## src/rtl/apb_pkg.sv

```systemverilog
// Shared definitions for the peripheral-bus arbiter: FSM state encoding,
// default timeout and peripheral base addresses.
package apb_pkg;

  typedef enum logic [1:0] {
    IDLE   = 2'd0,
    SETUP  = 2'd1,
    ACCESS = 2'd2,
    DONE   = 2'd3
  } apb_state_e;

  localparam int unsigned APB_TIMEOUT_DEFAULT = 16;
  localparam logic [31:0] UART_BASE           = 32'h1000_0000;

endpackage

```

## src/rtl/apb_arbiter.sv

```systemverilog
// Two-master round-robin arbiter and setup/access sequencer for the pclk
// peripheral bus, with a timeout that turns a silent slave into an error.
module apb_arbiter
  import apb_pkg::*;
#(
  parameter int unsigned ADDR_WIDTH = 32,
  parameter int unsigned DATA_WIDTH = 32,
  parameter int unsigned TIMEOUT    = APB_TIMEOUT_DEFAULT
) (
  input  logic                  pclk,
  input  logic                  reset,
  input  logic                  m0_req,
  input  logic [ADDR_WIDTH-1:0] m0_addr,
  input  logic [DATA_WIDTH-1:0] m0_wdata,
  input  logic                  m0_write,
  input  logic [3:0]            m0_stb,
  output logic [DATA_WIDTH-1:0] m0_rdata,
  output logic                  m0_err,
  output logic                  m0_done,
  input  logic                  m1_req,
  input  logic [ADDR_WIDTH-1:0] m1_addr,
  input  logic [DATA_WIDTH-1:0] m1_wdata,
  input  logic                  m1_write,
  input  logic [3:0]            m1_stb,
  output logic [DATA_WIDTH-1:0] m1_rdata,
  output logic                  m1_err,
  output logic                  m1_done,
  output logic [ADDR_WIDTH-1:0] paddr,
  output logic [DATA_WIDTH-1:0] pdata,
  output logic                  pwrite,
  output logic [3:0]            pstb,
  output logic                  psel,
  output logic                  penable,
  input  logic [DATA_WIDTH-1:0] prdata,
  input  logic                  ready,
  input  logic                  perr,
  output logic                  owner
);

  localparam int unsigned     CW      = (TIMEOUT > 1) ? $clog2(TIMEOUT) : 1;
  localparam logic [CW-1:0]   TO_LAST = CW'(TIMEOUT - 1);

  apb_state_e            state_q, state_d;
  logic                  last_grant_q, last_grant_d;
  logic                  owner_q, owner_d;
  logic [ADDR_WIDTH-1:0] paddr_q, paddr_d;
  logic [DATA_WIDTH-1:0] pdata_q, pdata_d;
  logic                  pwrite_q, pwrite_d;
  logic [3:0]            pstb_q, pstb_d;
  logic [CW-1:0]         cnt_q, cnt_d;
  logic [DATA_WIDTH-1:0] m0_rdata_q, m0_rdata_d, m1_rdata_q, m1_rdata_d;
  logic                  m0_err_q, m0_err_d, m1_err_q, m1_err_d;

  logic                  gnt;
  logic                  cap_en;
  logic [DATA_WIDTH-1:0] cap_data;
  logic                  cap_err;

  always_comb begin
    state_d      = state_q;
    last_grant_d = last_grant_q;
    owner_d      = owner_q;
    paddr_d      = paddr_q;
    pdata_d      = pdata_q;
    pwrite_d     = pwrite_q;
    pstb_d       = pstb_q;
    cnt_d        = cnt_q;
    m0_rdata_d   = m0_rdata_q;
    m0_err_d     = m0_err_q;
    m1_rdata_d   = m1_rdata_q;
    m1_err_d     = m1_err_q;
    gnt          = 1'b0;
    cap_en       = 1'b0;
    cap_data     = '0;
    cap_err      = 1'b0;

    case (state_q)
      IDLE: begin
        if (m0_req || m1_req) begin
          // On a tie the master that did not win last time is served.
          gnt          = (m0_req && m1_req) ? ~last_grant_q : m1_req;
          owner_d      = gnt;
          last_grant_d = gnt;
          paddr_d      = gnt ? m1_addr  : m0_addr;
          pdata_d      = gnt ? m1_wdata : m0_wdata;
          pwrite_d     = gnt ? m1_write : m0_write;
          pstb_d       = gnt ? m1_stb   : m0_stb;
          state_d      = SETUP;
        end
      end
      SETUP: begin
        cnt_d   = '0;
        state_d = ACCESS;
      end
      ACCESS: begin
        cnt_d = cnt_q + CW'(1);
        if (ready) begin
          cap_en   = 1'b1;
          cap_data = pwrite_q ? '0 : prdata;
          cap_err  = perr;
          state_d  = DONE;
        end else if (cnt_q == TO_LAST) begin
          cap_en   = 1'b1;
          cap_err  = 1'b1;
          state_d  = DONE;
        end
      end
      DONE: begin
        state_d = IDLE;
      end
      default: begin
        state_d = IDLE;
      end
    endcase

    if (cap_en) begin
      if (owner_q) begin
        m1_rdata_d = cap_data;
        m1_err_d   = cap_err;
      end else begin
        m0_rdata_d = cap_data;
        m0_err_d   = cap_err;
      end
    end
  end

  always_ff @(posedge pclk) begin
    if (reset) begin
      state_q      <= IDLE;
      last_grant_q <= 1'b1;
      owner_q      <= 1'b0;
      paddr_q      <= '0;
      pdata_q      <= '0;
      pwrite_q     <= 1'b0;
      pstb_q       <= '0;
      cnt_q        <= '0;
      m0_rdata_q   <= '0;
      m0_err_q     <= 1'b0;
      m1_rdata_q   <= '0;
      m1_err_q     <= 1'b0;
    end else begin
      state_q      <= state_d;
      last_grant_q <= last_grant_d;
      owner_q      <= owner_d;
      paddr_q      <= paddr_d;
      pdata_q      <= pdata_d;
      pwrite_q     <= pwrite_d;
      pstb_q       <= pstb_d;
      cnt_q        <= cnt_d;
      m0_rdata_q   <= m0_rdata_d;
      m0_err_q     <= m0_err_d;
      m1_rdata_q   <= m1_rdata_d;
      m1_err_q     <= m1_err_d;
    end
  end

  assign psel     = (state_q == SETUP) || (state_q == ACCESS);
  assign penable  = (state_q == ACCESS);
  assign m0_done  = (state_q == DONE) && !owner_q;
  assign m1_done  = (state_q == DONE) &&  owner_q;
  assign paddr    = paddr_q;
  assign pdata    = pdata_q;
  assign pwrite   = pwrite_q;
  assign pstb     = pstb_q;
  assign owner    = owner_q;
  assign m0_rdata = m0_rdata_q;
  assign m0_err   = m0_err_q;
  assign m1_rdata = m1_rdata_q;
  assign m1_err   = m1_err_q;

endmodule

```

## config.mk

```make
export PLATFORM = sky130hd
export DESIGN_NAME = apb_arbiter
export DESIGN_NICKNAME = d
export VERILOG_FILES = /design/src/rtl/apb_pkg.sv /design/src/rtl/apb_arbiter.sv
export SDC_FILE = /design/constraint.sdc
export NUM_CORES = 1
export LEC_CHECK = 0
export BUFFER_PORTS_ARGS = -buffer_cell sky130_fd_sc_hd__buf_2
export CAP_MARGIN = 20
export CELL_PAD_IN_SITES_DETAIL_PLACEMENT = 1
export CELL_PAD_IN_SITES_GLOBAL_PLACEMENT = 1
export CORE_ASPECT_RATIO = 0.5
export CORE_MARGIN = 10
export CORE_UTILIZATION = 30
export CTS_BUF_LIST = sky130_fd_sc_hd__clkbuf_4 sky130_fd_sc_hd__clkbuf_8
export CTS_CLUSTER_SIZE = 14
export DETAILED_ROUTE_END_ITERATION = 7
export PLACE_DENSITY = 0.79
export SYNTH_ARGS = -nofsm -noshare
export SYNTH_HDL_FRONTEND = slang
export SYNTH_SLANG_ARGS = --single-unit
```

## constraint.sdc

```tcl
create_clock -name pclk -period 1.52 [get_ports pclk]
set_input_delay 0.304 -clock pclk [delete_from_list [all_inputs] [get_ports pclk]]
set_output_delay 0.304 -clock pclk [all_outputs]
set_load 0.03 [all_outputs]
```

==> results.cfg <==
[outcome]
violations = setup timing
outcome = finished, violations left

[placed_design]
gp_congestion = 0.7839
place_ws_ns = -0.04341
dp_hpwl_um = 16510
port-buffer-count = 315

[clock_network]
cts_tree = built
ctsLongestPathBuffers = 2
cts_htree_levels = 4
cts_root_buffer = clkbuf_8
cts_buffers = 17
clkLatencyLatePin_ns = 0.44
clkTransAtPathRegs_ns = 0.09
cts.sinks = 143
cts_hold_buf = 0

[detailed_routing]
wl_per_cell_um = 21.27
viasPerCell = 4.988
drtAntennaViolNets = 0
firstDrtPassIters = 5
drt_iter0_drc = 296
vias = 5522
drc = 0
routed_wirelength_um = 23540

[synth]
ys_seq_area_frac = 0.5227
ys_types = 32
syn_area_um2 = 5477
syn_avg_cell_area_um2 = 10.70
syn_inst = 512
postSynthRegisterBits = 143
synth_nets = 693
yosys_warnings = 0

[setup_path]
critPathRequiredTime_ns = 1.22
crit_path_start_kind = flop
slowest_delay_ns = 0.39
endpoint = psel
crit_start = state_q[1]
reg2reg_slack_ns = -0.04
arrival_ns = 1.30
crit-reg2reg-launch = state_q[0]
rr_worst_depth = 7
timing.rr.end = m0_rdata[18]
path_cells = inv_2 > ha_4 > buf_6
crit_type = reg -> out
cpMaxStageDelayCell = dfxtp_4
cp_max_fo = 4
cp-end-kind = output port

[floorplanning]
core-area_um2 = 17650
dieWidth_um = 211.1
initial_core_util = 0.3102
num_io_pins = 316
die-area_um2 = 24390
rows = 34
die_h_um = 115.5

[timing]
worst_pin_slew_ns = 0.4463
rsz0062_at_grt = true
fin_ws_ns = -0.08519
max_freq_ghz = 0.6230
period_needed_ns = 1.605
hold_viol = 0
max_slew_margin = 0.7024
fin_worst_skew_ns = 0.01334
finalHoldWorstSlack_ns = 0.1034
fin_crit_sh = 1.056
setup_viol = 26
maxSlewViolCount = 0

[cells_and_area]
fin_nets = 1040
layout-drive-gt1-share = 0.5023
nFillCells = 2024
final_common_cell = buf_2
areaGrowthSynthToFinish_pct = 56.57
regArea_um2 = 2875
layout_common_cells = buf_2, dfxtp_1, nor2_1
multi_input_area_um2 = 2555

[grt]
grt_pass1_vias = 5789
grtUsageTotal = 0.1699
grt_max_degree = 41
antenna_found_initial = 1
grt_overflow = 0
grt_pass1_wl_um = 32780

[power_and_ir_drop]
leakage_uw = 0.004064
max-vdd-ir-drop_uv = 662.8
power_density_nw_per_um2 = 1698

[min_path]
worstHoldPathType = in -> reg

[run]
max-cap-violations = 0
-- area by class of cell --
type	instances	share of cell area
timing repair buffer	372	0.2854
inverter	5	0.002918
antenna	1	0.0002918
sequential	143	0.3353
clock buffer	19	0.02904
multi-input combinational	320	0.2980
clock inverter	13	0.01488
tap	234	0.03415
-- worst min path at each step --
stage            startpoint           end  cells after the start
6_report         prdata[20]  m1_rdata[20]                      2
3_3_place_gp   m0_rdata[22]  m0_rdata[22]                      1
3_5_place_dp   m0_rdata[17]  m0_rdata[17]                      1
5_1_grt           prdata[0]   m1_rdata[0]                      2
4_1_cts           prdata[3]   m0_rdata[3]                      2
2_1_floorplan    prdata[10]  m1_rdata[10]                      1
-- cell families (layout without fill, tap and decap cells) --
kind of cell / count (synthesis) / after routing / share of synthesized area
adders and majority gates: 5 / 5 / 0.01142
AOI/OAI and AO/OA: 153 / 154 / 0.2205
and+or+nand+nor: 91 / 91 / 0.07380
other: 0 / 1 / 0
muxes: 70 / 70 / 0.1279
buffers and inverters: 50 / 409 / 0.04364
DFF: 143 / 143 / 0.5227
-- sequential cells by signal (all words and copies together), names as in the netlist, 2 cells and up --
register,flops
cnt_q,4
m0_rdata,32
m1_rdata,32
paddr,32
pdata,32
pstb,4
state_q,2
-- power breakdown --
part           switching, uW  internal, uW  leakage, uW
clock                   1580          1360     0.000185
combinational           4060          2580      0.00271
sequential               447          4530      0.00117
total                   6080          8470      0.00406
-- Yosys cell counts, drive strengths merged --
cell type  number  area share
inv             5      0.0034
or3             1      0.0011
buf            24       0.026
ha              5       0.011
or2             1      0.0011
a2bb2oi         1      0.0016
o21bai          1      0.0014
mux2i          70        0.13
or4             1      0.0014
nor3            1     0.00091
a22o           64        0.10
nand4b          1      0.0016
a31o            1      0.0016
dfxtp         143        0.52
and2            1      0.0011
clkbuf         21       0.014
a211oi         72       0.099
nor4            2      0.0062
nor2b           2      0.0023
nor2           71       0.049
a21boi          1      0.0014
nor3b           1      0.0014
a31oi           5      0.0057
nand2b          3      0.0034
nand3           2      0.0018
a21oi           5      0.0046
o21ai           2      0.0018
o21a            1      0.0014
nand2           4      0.0027
-- metrics by stage --
stage	TNS [ns]	cell area, um2	utilization	total power, uW	std cells
3_3_place_gp	0	7525	0.4262	10450	1042
3_5_place_dp	-0.05116	7525	0.4262	10690	1042
5_1_grt	-3.716	8574	0.4857	15420	1107
4_1_cts	-0.4987	8118	0.4598	13980	1084
2_1_floorplan	0	5517	-	8670	512
6_report	-0.5435	8574	0.4857	14560	1107
-- repair_timing --
item                       in CTS  in global routing
buffers inserted                7                 12
gates resized for setup        28                 29
gates cloned                    3                 11
pin swaps                       3                 40
setup endpoints to repair      24                 94
-- critical path, delay by kind of cell, from the launching register on --
| family | cells | cell delay (ns) |
|---|---|---|
| buffers and inverters | 2 | 0.20 |
| adder cells (fa/ha/maj) | 1 | 0.28 |
| flip-flops | 1 | 0.39 |
-- per-layer routing --
layer	track usage	wire, um	share of wire
met1	0.1797	8962	0.38
met2	0.3303	12950	0.55
met3	0.03934	1256	0.053
met4	0.05417	375	0.016
met5	0	0	0
Power figures use the tool's default switching activity.
